==> src/rtl/ikaopll_pg_sched.sv <==
// Slot sequencer and parameter feeder for the IKAOPLL phase generator.
// Holds channel/operator parameter registers, walks the 18-slot frame, and issues key-on phase resets.
module ikaopll_pg_sched (
    input  logic       emuclk,
    input  logic       i_RST_n,
    input  logic       i_phi1_NCEN_n,
    input  logic       i_WR_REQ,
    input  logic [1:0] i_WR_SEL,
    input  logic [4:0] i_WR_IDX,
    input  logic [7:0] i_WR_DATA,
    output logic       o_WR_ACK,
    output logic [8:0] o_FNUM,
    output logic [2:0] o_BLOCK,
    output logic [3:0] o_MUL,
    output logic       o_PM,
    output logic       o_PG_PHASE_RST,
    output logic       o_RHYTHM_EN,
    output logic       o_CYCLE_17,
    output logic       o_CYCLE_20,
    output logic       o_CYCLE_21,
    output logic [4:0] o_SLOT
);

    localparam int NUM_CH = 9;
    localparam int NUM_OP = 18;
    localparam logic [4:0] LAST_SLOT = 5'd17;

    typedef enum logic [1:0] {
        SEL_FNUM_LO = 2'd0,
        SEL_KON_BLK = 2'd1,
        SEL_OP      = 2'd2,
        SEL_RHYTHM  = 2'd3
    } wr_sel_e;

    // Slot -> operator index; channel is op >> 1, carrier when op is odd.
    function automatic logic [4:0] slot_to_op(input logic [4:0] slot);
        case (slot)
            5'd0:    slot_to_op = 5'd0;
            5'd1:    slot_to_op = 5'd2;
            5'd2:    slot_to_op = 5'd4;
            5'd3:    slot_to_op = 5'd1;
            5'd4:    slot_to_op = 5'd3;
            5'd5:    slot_to_op = 5'd5;
            5'd6:    slot_to_op = 5'd6;
            5'd7:    slot_to_op = 5'd8;
            5'd8:    slot_to_op = 5'd10;
            5'd9:    slot_to_op = 5'd7;
            5'd10:   slot_to_op = 5'd9;
            5'd11:   slot_to_op = 5'd11;
            5'd12:   slot_to_op = 5'd12;
            5'd13:   slot_to_op = 5'd14;
            5'd14:   slot_to_op = 5'd16;
            5'd15:   slot_to_op = 5'd13;
            5'd16:   slot_to_op = 5'd15;
            5'd17:   slot_to_op = 5'd17;
            default: slot_to_op = 5'd0;
        endcase
    endfunction

    logic [4:0]        cnt;
    logic              stg_full;
    wr_sel_e           stg_sel;
    logic [4:0]        stg_idx;
    logic [7:0]        stg_data;

    logic [8:0]        fnum_q  [NUM_CH];
    logic [2:0]        block_q [NUM_CH];
    logic [NUM_CH-1:0] keyon_q;
    logic [3:0]        mul_q   [NUM_OP];
    logic [NUM_OP-1:0] pm_q;
    logic [NUM_OP-1:0] pend_q;
    logic              rhythm_q;

    logic [8:0]        fnum_d  [NUM_CH];
    logic [2:0]        block_d [NUM_CH];
    logic [NUM_CH-1:0] keyon_d;
    logic [3:0]        mul_d   [NUM_OP];
    logic [NUM_OP-1:0] pm_d;
    logic [NUM_OP-1:0] pend_d;
    logic [NUM_OP-1:0] set_mask;
    logic [NUM_OP-1:0] clr_mask;
    logic              rhythm_d;

    logic              step;
    logic              commit;
    logic [4:0]        cnt_next;
    logic [4:0]        op_sel;
    logic [3:0]        ch_sel;
    logic [3:0]        wr_ch;
    logic              ch_ok;
    logic              op_ok;
    logic              phase_rst;

    // The staged write is folded into the *_d copies first so the output mux
    // sees a write to the slot being presented on the same step.
    always_comb begin
        // NOTE: every comb output gets a default first, so no path can infer a latch.
        step      = ~i_phi1_NCEN_n;
        commit    = step & stg_full;
        cnt_next  = (cnt == LAST_SLOT) ? 5'd0 : cnt + 5'd1;
        op_sel    = slot_to_op(cnt_next);
        ch_sel    = op_sel[4:1];
        wr_ch     = stg_idx[3:0];
        ch_ok     = (stg_idx < 5'd9);
        op_ok     = (stg_idx < 5'd18);

        fnum_d    = fnum_q;
        block_d   = block_q;
        keyon_d   = keyon_q;
        mul_d     = mul_q;
        pm_d      = pm_q;
        rhythm_d  = rhythm_q;
        set_mask  = '0;
        clr_mask  = '0;

        if (commit) begin
            case (stg_sel)
                SEL_FNUM_LO: if (ch_ok) fnum_d[wr_ch][7:0] = stg_data;
                SEL_KON_BLK: if (ch_ok) begin
                    fnum_d[wr_ch][8] = stg_data[0];
                    block_d[wr_ch]   = stg_data[3:1];
                    keyon_d[wr_ch]   = stg_data[4];
                    if (!keyon_q[wr_ch] && stg_data[4]) begin
                        set_mask[{wr_ch, 1'b0}] = 1'b1;
                        set_mask[{wr_ch, 1'b1}] = 1'b1;
                    end
                end
                SEL_OP: if (op_ok) begin
                    mul_d[stg_idx] = stg_data[3:0];
                    pm_d[stg_idx]  = stg_data[4];
                end
                default: rhythm_d = stg_data[0];
            endcase
        end

        // A key-on landing on the presented operator wins over its clear.
        clr_mask[op_sel] = step;
        pend_d    = (pend_q & ~clr_mask) | set_mask;
        phase_rst = pend_q[op_sel] | set_mask[op_sel];
    end

    always_ff @(posedge emuclk) begin
        if (!i_RST_n) begin
            // NOTE: the parameter register file is reset along with the control state,
            // since software expects every channel to start silent at FNUM/MUL 0.
            fnum_q         <= '{default: '0};
            block_q        <= '{default: '0};
            mul_q          <= '{default: '0};
            keyon_q        <= '0;
            pm_q           <= '0;
            pend_q         <= '0;
            rhythm_q       <= 1'b0;
            cnt            <= LAST_SLOT;
            stg_full       <= 1'b0;
            stg_sel        <= SEL_FNUM_LO;
            stg_idx        <= '0;
            stg_data       <= '0;
            o_WR_ACK       <= 1'b0;
            o_FNUM         <= '0;
            o_BLOCK        <= '0;
            o_MUL          <= '0;
            o_PM           <= 1'b0;
            o_PG_PHASE_RST <= 1'b0;
            o_CYCLE_17     <= 1'b0;
            o_CYCLE_20     <= 1'b0;
            o_CYCLE_21     <= 1'b0;
            o_SLOT         <= '0;
        end else begin
            o_WR_ACK <= commit;
            if (commit) begin
                stg_full <= 1'b0;
            end else if (!stg_full && i_WR_REQ) begin
                stg_full <= 1'b1;
                stg_sel  <= wr_sel_e'(i_WR_SEL);
                stg_idx  <= i_WR_IDX;
                stg_data <= i_WR_DATA;
            end

            if (step) begin
                cnt            <= cnt_next;
                o_SLOT         <= cnt_next;
                fnum_q         <= fnum_d;
                block_q        <= block_d;
                keyon_q        <= keyon_d;
                mul_q          <= mul_d;
                pm_q           <= pm_d;
                pend_q         <= pend_d;
                rhythm_q       <= rhythm_d;
                o_FNUM         <= fnum_d[ch_sel];
                o_BLOCK        <= block_d[ch_sel];
                o_MUL          <= mul_d[op_sel];
                o_PM           <= pm_d[op_sel];
                o_PG_PHASE_RST <= phase_rst;
                o_CYCLE_17     <= (cnt_next == 5'd17);
                o_CYCLE_20     <= (cnt_next == 5'd2);
                o_CYCLE_21     <= (cnt_next == 5'd3);
            end
        end
    end

    assign o_RHYTHM_EN = rhythm_q;

endmodule
==> config.mk <==
export PLATFORM = sky130hd
export DESIGN_NAME = ikaopll_pg_sched
export DESIGN_NICKNAME = d
export VERILOG_FILES = /design/src/rtl/ikaopll_pg_sched.sv
export SDC_FILE = /design/constraint.sdc
export NUM_CORES = 1
export LEC_CHECK = 0
export CAP_MARGIN = 10
export CORE_ASPECT_RATIO = 1.2
export CORE_MARGIN = 2
export CORE_UTILIZATION = 69
export DETAILED_ROUTE_END_ITERATION = 10
export DONT_BUFFER_PORTS = 1
export PLACE_DENSITY_LB_ADDON = 0.25
export SYNTH_ARGS = -nofsm -noshare
export SYNTH_HDL_FRONTEND = slang
export SYNTH_SLANG_ARGS = --single-unit
==> constraint.sdc <==
create_clock -name emuclk -period 6.1 [get_ports emuclk]
set_input_delay 0.915 -clock emuclk [delete_from_list [all_inputs] [get_ports emuclk]]
set_output_delay 0.915 -clock emuclk [all_outputs]
set_load 0.02 [all_outputs]
==> results.md, run 1 <==
* Beginning of the worst hold path: fnum_q[22]
* Aggregate global-route resource usage at 41.56%
* Startpoint of the worst register-to-register path: o_SLOT[1]
* Layout overhead on the synthesized area at 5.964%
* Synthesized cell area at 14,140 µm²
* Detail Placement HPWL at 29.93 mm
* Post-Route Skew at 9.449 ps
* Standard-cell rows at 57
* CP endpoint kind: flip-flop
* Total negative slack at 0 ps
* Clock tree from TritonCTS: yes
* Maximum number of pins on one net before global-route repair at 272
* Top achievable clock speed at 0.2238 GHz
* Number of instances in the synthesized netlist at 1,820
* Post-CTS repair timing setup buffer count at 0
* Peak VDD IR at 0.0002571 V
* Path depth of the worst reg2reg path at 11
* Result of the run: finished clean
* Worst slew slack as a fraction of its limit at 33.66%
* Number of synthesized register bits at 271
* Die Footprint at 21,660 µm²
* Data required time of the critical path at 6570 ps
* Maximum capacitance violations at 0
* Wire length reported by the detailed router at 45.71 mm
* Hold path endpoint: fnum_q[22]
* Count of input and output buffers at 0
* Slew @ Worst Pin at 991.4 ps
* Number of clock sinks at 271
* Portion of the post-synthesis area used by sequential elements at 38.37%
* Core Area at 20,180 µm²
* Total power divided by cell area at 307.2 nW/µm²
* Initial DRC count at 1,551
* Worst Setup Start Kind: flip-flop
* Number of cells traversed by the worst hold path at 2
* Number of buffers between clock root and the deepest sink at 3
* X dimension of the die at 134.7 µm
* Clock period minus worst slack at 4468 ps
* Syn Area/Cell at 7.769 µm²
* Post-route antenna net violation count at 0
* EDFF count, synth at 0
* Total via count in the routed design at 13,620
* Total number of H-tree levels at 1
* Nets in the synthesized netlist at 1,844
* Setup repair after global routing missed its margin: no
* Setup-failing EPs final at 0
* Async set or reset register ratio after synthesis at 0%
* Die Y-Extent at 160.8 µm
* Count of final hold-check violations at 0
* Number of detailed-routing iterations run before antenna repair at 8
* Layout cell share with drive strength beyond 1 at 5.886%
* Post-cts repair resize count at 0
* Static Leak at 4.888 nW
* Vias in the first global route at 13,070
* Detail-routed via count per cell at 6.761
* Number of I/O pins at 47
* Prevailing post-synth register cell: dfxtp_1
* Antenna violations before repair at 0
* Effective utilization at floorplan at 70.06%
* Net count, final at 1,754
* Clock transition at the register clock pins on the worst setup and hold paths after CTS at 70 ps
* Total number of yosys warnings at 0
* Arrival time at the worst endpoint at 4940 ps
* Clk root buf: clkbuf_16
* Clock Latency Late Sink at 540 ps
* Largest fanout on the critical path at 8
* ANT cells at 0
* DRC violations left at 0
* Final Max Slew Viols at 0
* Class of the tightest hold or removal check: reg2reg
* Count of distinct cell types in the synthesized netlist at 74
* Worst setup path category: reg2reg
* Design area at 14,980 µm²
* Fin crit share at 73.25%
* Number of buffers inserted for hold repair after clock tree synthesis at 0
* Terminus of the critical flop-to-flop path: o_MUL[1]
* Inserted Clock Buffers at 27
* Overflow left after global routing at 0
* Routability congestion estimate at 1.044
* Wire length of the first global-routing pass at 71.04 mm
* Placed inst area at 14,070 µm²
* Routed WL per cell at 22.68 µm
* Flop-to-flop setup slack at 1630 ps
## report_power, final
part | internal (W) | leakage [nW] | switching [W] | total [W]
logic | 0.000306 | 2.25 | 0.000709 | 0.00101
clock network | 0.00101 | 0.448 | 0.000715 | 0.00172
registers | 0.00180 | 2.19 | 0.0000711 | 0.00187
## cells in the mapped netlist, types with 7 or more instances
master | n | area [µm²]
nand2_1 | 427 | 1603
dfxtp_1 | 271 | 5425
a21boi_0 | 180 | 1351
nor2_1 | 116 | 435.4
clkbuf_1 | 101 | 379.1
mux2i_1 | 80 | 800.8
nor3_1 | 74 | 370.4
o21ai_0 | 73 | 365.4
nor2b_1 | 69 | 431.7
a21oi_1 | 42 | 210.2
or3_1 | 38 | 237.7
buf_2 | 29 | 145.1
nand3_1 | 29 | 145.1
o311ai_0 | 24 | 210.2
a31oi_1 | 21 | 131.4
o22ai_1 | 21 | 131.4
o31ai_1 | 17 | 127.6
nor4_1 | 14 | 87.58
and2_1 | 13 | 81.33
inv_1 | 10 | 37.54
nand4_1 | 10 | 62.56
o221ai_1 | 10 | 87.58
and3_1 | 9 | 56.30
buf_1 | 8 | 30.03
mux2_2 | 8 | 90.09
o2111ai_1 | 8 | 70.07
o211ai_1 | 8 | 60.06
a2111oi_0 | 7 | 61.31
nand2b_1 | 7 | 43.79
## stage by stage
stage	hold slack, ps	worst slack [ps]	power, W	std cells	utilization, %
2_1_floorplan	436.6	3146	0.002608	1820	-
3_3_place_gp	444.7	1924	0.002870	1966	69.71
3_5_place_dp	453.6	1885	0.002870	1966	69.71
4_1_cts	462.3	1861	0.004560	2015	74.24
5_1_grt	482.0	1485	0.004732	2015	74.24
6_report	460.9	1632	0.004603	2015	74.24
## final cells by class
class                           instances  area, µm²
Clock buffer                           41      818.3
Clock inverter                          8      95.09
Fill cell                            1571       5200
Inverter                               10      37.54
Multi-Input combinational cell       1393       8066
Sequential cell                       271       5431
Tap cell                              265      331.6
Timing Repair Buffer                   27      202.7
## kinds of logic after synthesis
group,count (synthesis),share of synthesized area [%]
buffers and inverters,156,4.663
XOR/XNOR,6,0.5045
AND/OR/NAND/NOR,831,26.59
adder cells (fa/ha/maj),5,0.4424
multiplexers,89,6.460
flip-flops,271,38.37
AO/OA/AOI/OAI,462,22.97
## worst max-delay path, cell delays in order, from the launching register on
cell	delay (ps)
dfxtp_1	440
inv_1	160
ha_1	200
nand4bb_1	310
and3_1	380
and3_1	210
a31oi_1	520
nand2_1	370
nor2_1	800
o311ai_0	420
o311a_1	420
a31oi_1	160
## cells in the final DEF, fill, tap and decap left out, drive strengths merged, types with 4 or more instances in the layout
cell type / count
a2111oi: 8
a211oi: 4
a21boi: 180
a21o: 4
a21oi: 42
a22oi: 5
a31oi: 21
a41oi: 4
and2: 13
and3: 9
buf: 27
clkbuf: 41
clkinv: 4
dfxtp: 271
ha: 5
inv: 10
mux2: 8
mux2i: 80
nand2: 428
nand2b: 7
nand3: 30
nand4: 10
nor2: 120
nor2b: 69
nor3: 74
nor4: 14
o2111ai: 8
o211ai: 8
o21ai: 76
o221ai: 10
o22ai: 21
o311ai: 27
o31ai: 17
o41ai: 6
or2: 5
or3: 38
xnor2: 4
## layer usage
metal,vias up,wire [µm],global-route usage (%)
li1,6211,-,-
met1,6298,16480,49.50
met2,872,20940,67.54
met3,242,4887,8.681
met4,0,3397,27.18
met5,-,0,0
## state kept, by name (all words and copies together), names as in the netlist, 2 cells and up
| register | flops |
|---|---|
| o_MUL | 4 |
| stg_sel | 2 |
| cnt | 2 |
| o_SLOT | 5 |
| mul_q | 72 |
| stg_idx | 5 |
| pm_q | 18 |
| block_q | 27 |
| o_BLOCK | 3 |
| o_FNUM | 9 |
| stg_data | 8 |
| fnum_q | 81 |
| keyon_q | 9 |
| pend_q | 18 |
## worst max-delay path by stage
stage               slack [ps]       end  cells after the start  startpoint
finish                    1630  o_MUL[1]                     11   o_SLOT[1]
global route              1490  o_MUL[3]                     11   o_SLOT[1]
CTS                       1860  o_MUL[3]                     12   o_SLOT[1]
detailed placement        1890  o_MUL[3]                     12   o_SLOT[1]
global placement          1920  o_MUL[1]                     11   o_SLOT[1]
floorplan                 3150  o_MUL[3]                     14   o_SLOT[1]
No activity file was read; power rests on OpenSTA's default activity.
==> run 2: changes to the inputs <==
Settings changed: ABC_AREA from default to 1, CORE_UTILIZATION 69 to 64.
Clock period 6.1 ns to 4.7 ns, I/O delays scaled along.
==> run 2 against run 1 <==
Against the previous run: via count down 9.0%; clock power up 27%; global-route usage is 8.4 points lower; maximum frequency is 25% higher; die area shrank 0.13%; utilization fell by 5.4 points; combinational power rose by 9%; critical path type unchanged; sequential cell count unchanged; worst hold slack lost 230 ps; register-to-register slack worse by 500 ps; critical endpoint is now pend_q[0]; total power grew 24%.
==> results.md, run 2 <==
* Worst setup slack after placement at 1268 ps
* Peak VDD IR at 0.0004623 V
* Layout overhead on the synthesized area at 6.133%
* Hold path endpoint: o_WR_ACK
* Number of buffers inserted for hold repair after clock tree synthesis at 0
* Non-filler instance count after layout at 2,177
* Wire length reported by the detailed router at 36.02 mm
* Post-cts repair resize count at 0
* Core Area at 20,180 µm²
* Clk root buf: clkbuf_16
* Overflow left after global routing at 0
* Commonest cells after routing, fill and taps aside: nand2_1 (505), nor2_1 (327), dfxtp_1 (271)
* Number of I/O pins at 47
* Fin crit share at 75.93%
* Worst slew slack as a fraction of its limit at 16.89%
* X dimension of the die at 134.6 µm
* Total negative slack at 0 ps
* Largest fanout on the critical path at 46
* Static Leak at 5.918 nW
* Aggregate global-route resource usage at 33.13%
* Worst setup path category: reg2reg
* Setup repair after global routing missed its margin: no
* Flop-to-flop setup slack at 1130 ps
* Total number of yosys warnings at 0
* Layout cell share with drive strength beyond 1 at 6.433%
* Class of the tightest hold or removal check: in2reg
* Fin worst setup slack at 1131 ps
* Register name with the most flops: fnum_q
* Area of combinational cells with multiple inputs at 6467 µm²
* Data required time of the critical path at 5130 ps
* Detail-routed via count per cell at 5.694
* Routed WL per cell at 16.55 µm
* Setup-failing EPs final at 0
* Number of cells traversed by the worst hold path at 1
* Clock Latency Late Sink at 560 ps
* Hold slack at 232.5 ps
* Number of buffers between clock root and the deepest sink at 3
* Number of instances in the synthesized netlist at 1,958
* Routability congestion estimate at 0.9041
* Detail Placement HPWL at 23.26 mm
* DRC violations left at 0
* Top-area cell type share of the netlist area at 41.42%
* Total number of H-tree levels at 1
* Top achievable clock speed at 0.2802 GHz
* Result of the run: finished clean
* Cell with the most instances after synthesis: nand2_1
* Final Max Slew Viols at 0
* Vias in the first global route at 11,580
* Post-Route Skew at 16.63 ps
* Net count, final at 1,916
* Standard-cell rows at 57
* Startpoint of the worst register-to-register path: o_SLOT[1]
* Largest regs: fnum_q: 81 flops, mul_q: 72 flops, block_q: 27 flops
* Prevailing post-synth register cell: dfxtp_1
* Effective utilization at floorplan at 64.89%
* Die Y-Extent at 160.7 µm
* EDFF count, synth at 0
* Count of input and output buffers at 0
* Maximum number of pins on one net before global-route repair at 152
* Post-CTS repair timing setup buffer count at 0
* Largest cells by area after synthesis: dfxtp_1 (41%), nand2_1 (14%), nor2_1 (9.4%)
* Worst Setup Start Kind: flip-flop
* List of most frequent post-synthesis cells: nand2_1 (505), nor2_1 (327), dfxtp_1 (271), o21ai_0 (198), inv_1 (165)
* Number of synthesized register bits at 271
* Clock period minus worst slack at 3569 ps
* Initial DRC count at 992
* Path depth of the worst reg2reg path at 13
* Maximum capacitance violations at 0
* Post-route antenna net violation count at 0
* Total area of sequential cells at 5425 µm²
* Async set or reset register ratio after synthesis at 0%
* Nets in the synthesized netlist at 1,982
* Number of clock sinks at 271
* Clock transition at the register clock pins on the worst setup and hold paths after CTS at 60 ps
* Number of detailed-routing iterations run before antenna repair at 7
* ANT cells at 0
* Cell Count Post-Placement at 2,127
* Slew @ Worst Pin at 1245 ps
* Inserted Clock Buffers at 28
* Terminus of the critical flop-to-flop path: pend_q[0]
* Total via count in the routed design at 12,400
* Total power divided by cell area at 409.5 nW/µm²
* Final core area utilization at 68.87%
* Arrival time at the worst endpoint at 4000 ps
* Count of final hold-check violations at 0
* Beginning of the worst hold path: i_phi1_NCEN_n
* Portion of the post-synthesis area used by sequential elements at 41.42%
* Synthesized cell area at 13,100 µm²
* Count of distinct cell types in the synthesized netlist at 36
* Clock tree from TritonCTS: yes
* CP endpoint kind: flip-flop
* Wire length of the first global-routing pass at 57.75 mm
* Number of fillers in the final layout at 1,755
* Syn Area/Cell at 6.689 µm²
* Library cell occupying the most area in the post-synthesis netlist: dfxtp_1
* Number of flip-flops in the largest register at 81
* Antenna violations before repair at 0
* Most frequent standard cell in the layout excluding fill and tap cells: nand2_1
* Die Footprint at 21,630 µm²
[run 2: cell count changes after synthesis, moves of 43 or more]
cell / previous run / this run
a21boi_0: 180 / 0
a21oi_1: 42 / 105
clkbuf_1: 101 / 58
inv_1: 10 / 165
mux2i_1: 80 / 4
nand2_1: 427 / 505
nand3_1: 29 / 111
nor2_1: 116 / 327
nor2b_1: 69 / 0
nor3_1: 74 / 5
o21a_1: 3 / 46
o21ai_0: 73 / 198
[run 2: worst max-delay path: stages, from the launching register on]
cell     delay [ps]
dfxtp_1         560
inv_1           150
ha_1            400
o21ai_0         170
nand2_1         120
nand3_1          90
nand3_1         390
nand2_2         380
buf_4           430
nand2_1         160
inv_1           110
nand2_1         140
o21ai_0         240
a21oi_1          90
[run 2: cell type report]
class,count,area share [%]
inverters,180,4.969
clock inverters,7,0.4320
repair buffers,10,0.6301
flip-flops and latches,271,39.03
well taps,265,2.385
multi-input cells,1401,46.53
clock buffers,43,6.031
[run 2: layer usage]
layer | vias to the layer above | track usage, % | wire length (µm)
li1 | 6072 | - | -
met1 | 5724 | 38.81 | 14220
met3 | 146 | 5.398 | 2278
met4 | 0 | 20.67 | 2207
met5 | - | 0 | 0
met2 | 454 | 56.31 | 17320
[run 2: cell families after synthesis]
| family | after synthesis | share of synthesized area [%] |
|---|---|---|
| AO/OA/AOI/OAI | 377 | 15.56 |
| AND/OR/NAND/NOR | 1015 | 33.03 |
| multiplexers | 4 | 0.3057 |
| flip-flops | 271 | 41.42 |
| adder cells (fa/ha/maj) | 5 | 0.4776 |
| buffers and inverters | 286 | 9.199 |
[run 2: where the power goes]
| group | total, W | leakage, nW | internal [W] | switching [W] |
|---|---|---|---|---|
| clock network | 0.00218 | 0.448 | 0.00127 | 0.000904 |
| registers | 0.00242 | 2.19 | 0.00234 | 0.0000793 |
| logic | 0.00110 | 3.28 | 0.000250 | 0.000846 |
[run 2: how the worst max path moves through the flow]
| stage | from | endpoint | slack, ps | depth (start not counted) |
|---|---|---|---|---|
| global route | o_SLOT[1] | pend_q[4] | 870 | 13 |
| CTS | o_SLOT[1] | pend_q[8] | 1200 | 13 |
| detailed placement | o_SLOT[1] | pend_q[8] | 1270 | 13 |
| floorplan | cnt[0] | o_MUL[0] | 2410 | 13 |
| finish | o_SLOT[1] | pend_q[0] | 1130 | 13 |
| global placement | o_SLOT[1] | o_PM | 1330 | 15 |
[run 2: metrics by stage]
step	power, W	instance area [µm²]
after floorplan	0.003306	13100
after global placement	0.003521	13000
after detailed placement	0.003535	13000
after CTS	0.005677	13900
after global routing	0.005898	13900
final	0.005692	13900
==> run 3: changes to the inputs <==
Settings changed: CORE_UTILIZATION 64 to 58.
Clock period 4.7 ns to 2.93 ns, I/O delays scaled along.
==> run 3 against run 2 <==
Against the previous run: non-clock buffer count is 31 higher; sequential share of layout area is 0.82 points lower; die area is 10% higher; register-to-register slack worse by 930 ps; clock skew is 3.6 ps higher; wire length is 1.1% higher; clock power is 56% higher; count of clock-buffer cells in the layout is 2 lower; combinational power is 77% higher; critical endpoint is now o_FNUM[5]; highest routed layer unchanged.
==> results.md, run 3 (synthesized netlist as in run 2, its figures left out) <==
* Initial DRC count at 961
* Placed inst area at 13,300 µm²
* DRC violations left at 0
* Setup repair after global routing missed its margin: no
* Detail Placement HPWL at 24.65 mm
* Arrival time at the worst endpoint at 3170 ps
* Routed WL per cell at 16.40 µm
* Crit path from: o_SLOT[1]
* Final Max Slew Viols at 0
* Worst setup path category: reg2reg
* Standard-cell rows at 60
* Wire length reported by the detailed router at 36.40 mm
* Most frequent standard cell in the layout excluding fill and tap cells: nand2_1
* Power Total at 0.009228 W
* Startpoint of the worst register-to-register path: o_SLOT[1]
* Number of flip-flops in the largest register at 81
* Class of the tightest hold or removal check: in2reg
* Maximum number of pins on one net before global-route repair at 81
* CP endpoint kind: flip-flop
* Net count, final at 1,947
* Clock Latency Late Sink at 560 ps
* Largest regs: fnum_q: 81 flops, mul_q: 72 flops, block_q: 27 flops
* Setup-failing EPs final at 0
* Beginning of the worst hold path: i_RST_n
* Vias in the first global route at 11,510
* Post-route antenna net violation count at 0
* X dimension of the die at 141.2 µm
* Maximum capacitance violations at 0
* Commonest cells after routing, fill and taps aside: nand2_1 (505), nor2_1 (327), dfxtp_1 (270)
* Total via count in the routed design at 12,240
* ANT cells at 0
* Peak VDD IR at 0.0005223 V
* Detail-routed via count per cell at 5.514
* Number of detailed-routing iterations run before antenna repair at 5
* Total power divided by cell area at 649.8 nW/µm²
* Overflow left after global routing at 0
* Number of buffers between clock root and the deepest sink at 3
* Result of the run: finished clean
* Met2 GRT Util at 53.31%
* Slew @ Worst Pin at 717.2 ps
* Core Area at 22,300 µm²
* Routability congestion estimate at 0.9087
* Fin crit share at 93.13%
* Wire length of the first global-routing pass at 58.56 mm
* Total number of H-tree levels at 1
* Count of input and output buffers at 0
* Layout overhead on the synthesized area at 8.435%
* Worst slew slack as a fraction of its limit at 52.13%
* Die Footprint at 23,810 µm²
* Number of clock sinks at 271
* Data required time of the critical path at 3370 ps
* Met3 Resource Use GR at 4.611%
* Largest fanout on the critical path at 13
* Most Used Layer, Global Route: met2
* Clock period minus worst slack at 2729 ps
* Number of fillers in the final layout at 2,050
* Register name with the most flops: fnum_q
* Global-route met1 utilization at 35.94%
* Total negative slack at 0 ps
* Layout cell share with drive strength beyond 1 at 7.883%
* Clk root buf: clkbuf_16
* Clock tree from TritonCTS: yes
* Static Leak at 6.081 nW
* Worst Setup Start Kind: flip-flop
* Inserted Clock Buffers at 28
* Clock transition at the register clock pins on the worst setup and hold paths after CTS at 60 ps
* Aggregate global-route resource usage at 30.50%
* Effective utilization at floorplan at 58.74%
* Antenna violations before repair at 0
* Top achievable clock speed at 0.3665 GHz
* Post-Route Skew at 20.24 ps
* Design area at 14,200 µm²
* Number of I/O pins at 47
* Die Y-Extent at 168.6 µm
* Count of final hold-check violations at 0
[run 3: cell count changes in the layout (fill, tap and decap cells not counted), sizes merged]
cell / previous run / this run
buf: 10 / 39
clkbuf: 43 / 41
clkinvlp: 0 / 1
bufinv: 1 / 0
dlygate4sd3: 0 / 2
[run 3: critical path, stage by stage, from the launching register on]
cell and delay (ps):
dfxtp_1 400, inv_1 110, ha_1 200, nand2_1 60
inv_1 60, nand2_4 140, nand3_2 220, inv_4 160
nand3_1 140, o21ai_2 170, inv_1 130, nand2_4 100
inv_1 240, nand3_1 170, o211ai_1 90, nor2_1 170
nor2_1 60
[run 3: layout make-up]
type	count	area [µm²]	area share (%)
Multi-Input combinational cell	1401	6467	45.54
Sequential cell	271	5426	38.21
Clock inverter	7	37.54	0.2643
Tap cell	279	349.1	2.458
Inverter	180	690.7	4.863
Timing Repair Buffer	41	400.4	2.819
Clock buffer	41	830.8	5.850
[run 3: per-layer routing]
metal  wire, µm  vias up
li1           -     6126
met1      14530     5577
met2      17550      415
met3       2316      122
met4       2005        0
met5          0        -
[run 3: report_power, final]
group          internal (W)  switching, W  total, W
clock network       0.00194       0.00147   0.00341
logic              0.000535       0.00141   0.00195
registers           0.00375      0.000115   0.00387
[run 3: final timing paths]
| path | to | slack [ps] | cells after the start |
|---|---|---|---|
| max | o_FNUM[5] | 200 | 16 |
| max reg2reg | o_FNUM[5] | 200 | 16 |
| min | o_CYCLE_17 | 30 | 2 |
| min reg2reg | mul_q[65] | 470 | 2 |
[run 3: per-stage QoR]
step                      hold WS, ps  cells  utilization, %  setup WS [ps]
after floorplan                 440.8   1958               -          643.9
after global placement          450.0   2168           59.64          239.0
after global routing            31.59   2220           63.70          7.369
final                           25.72   2220           63.70          201.2
after CTS                       14.29   2218           63.63          137.6
after detailed placement        466.4   2168           59.64          155.3
[run 3: what timing repair did]
action	4_1_cts	5_1_grt
hold endpoints to repair	3	0
hold buffers	2	0
setup buffers	0	2
endpoints found under the setup margin	0	10
resized for setup	0	1
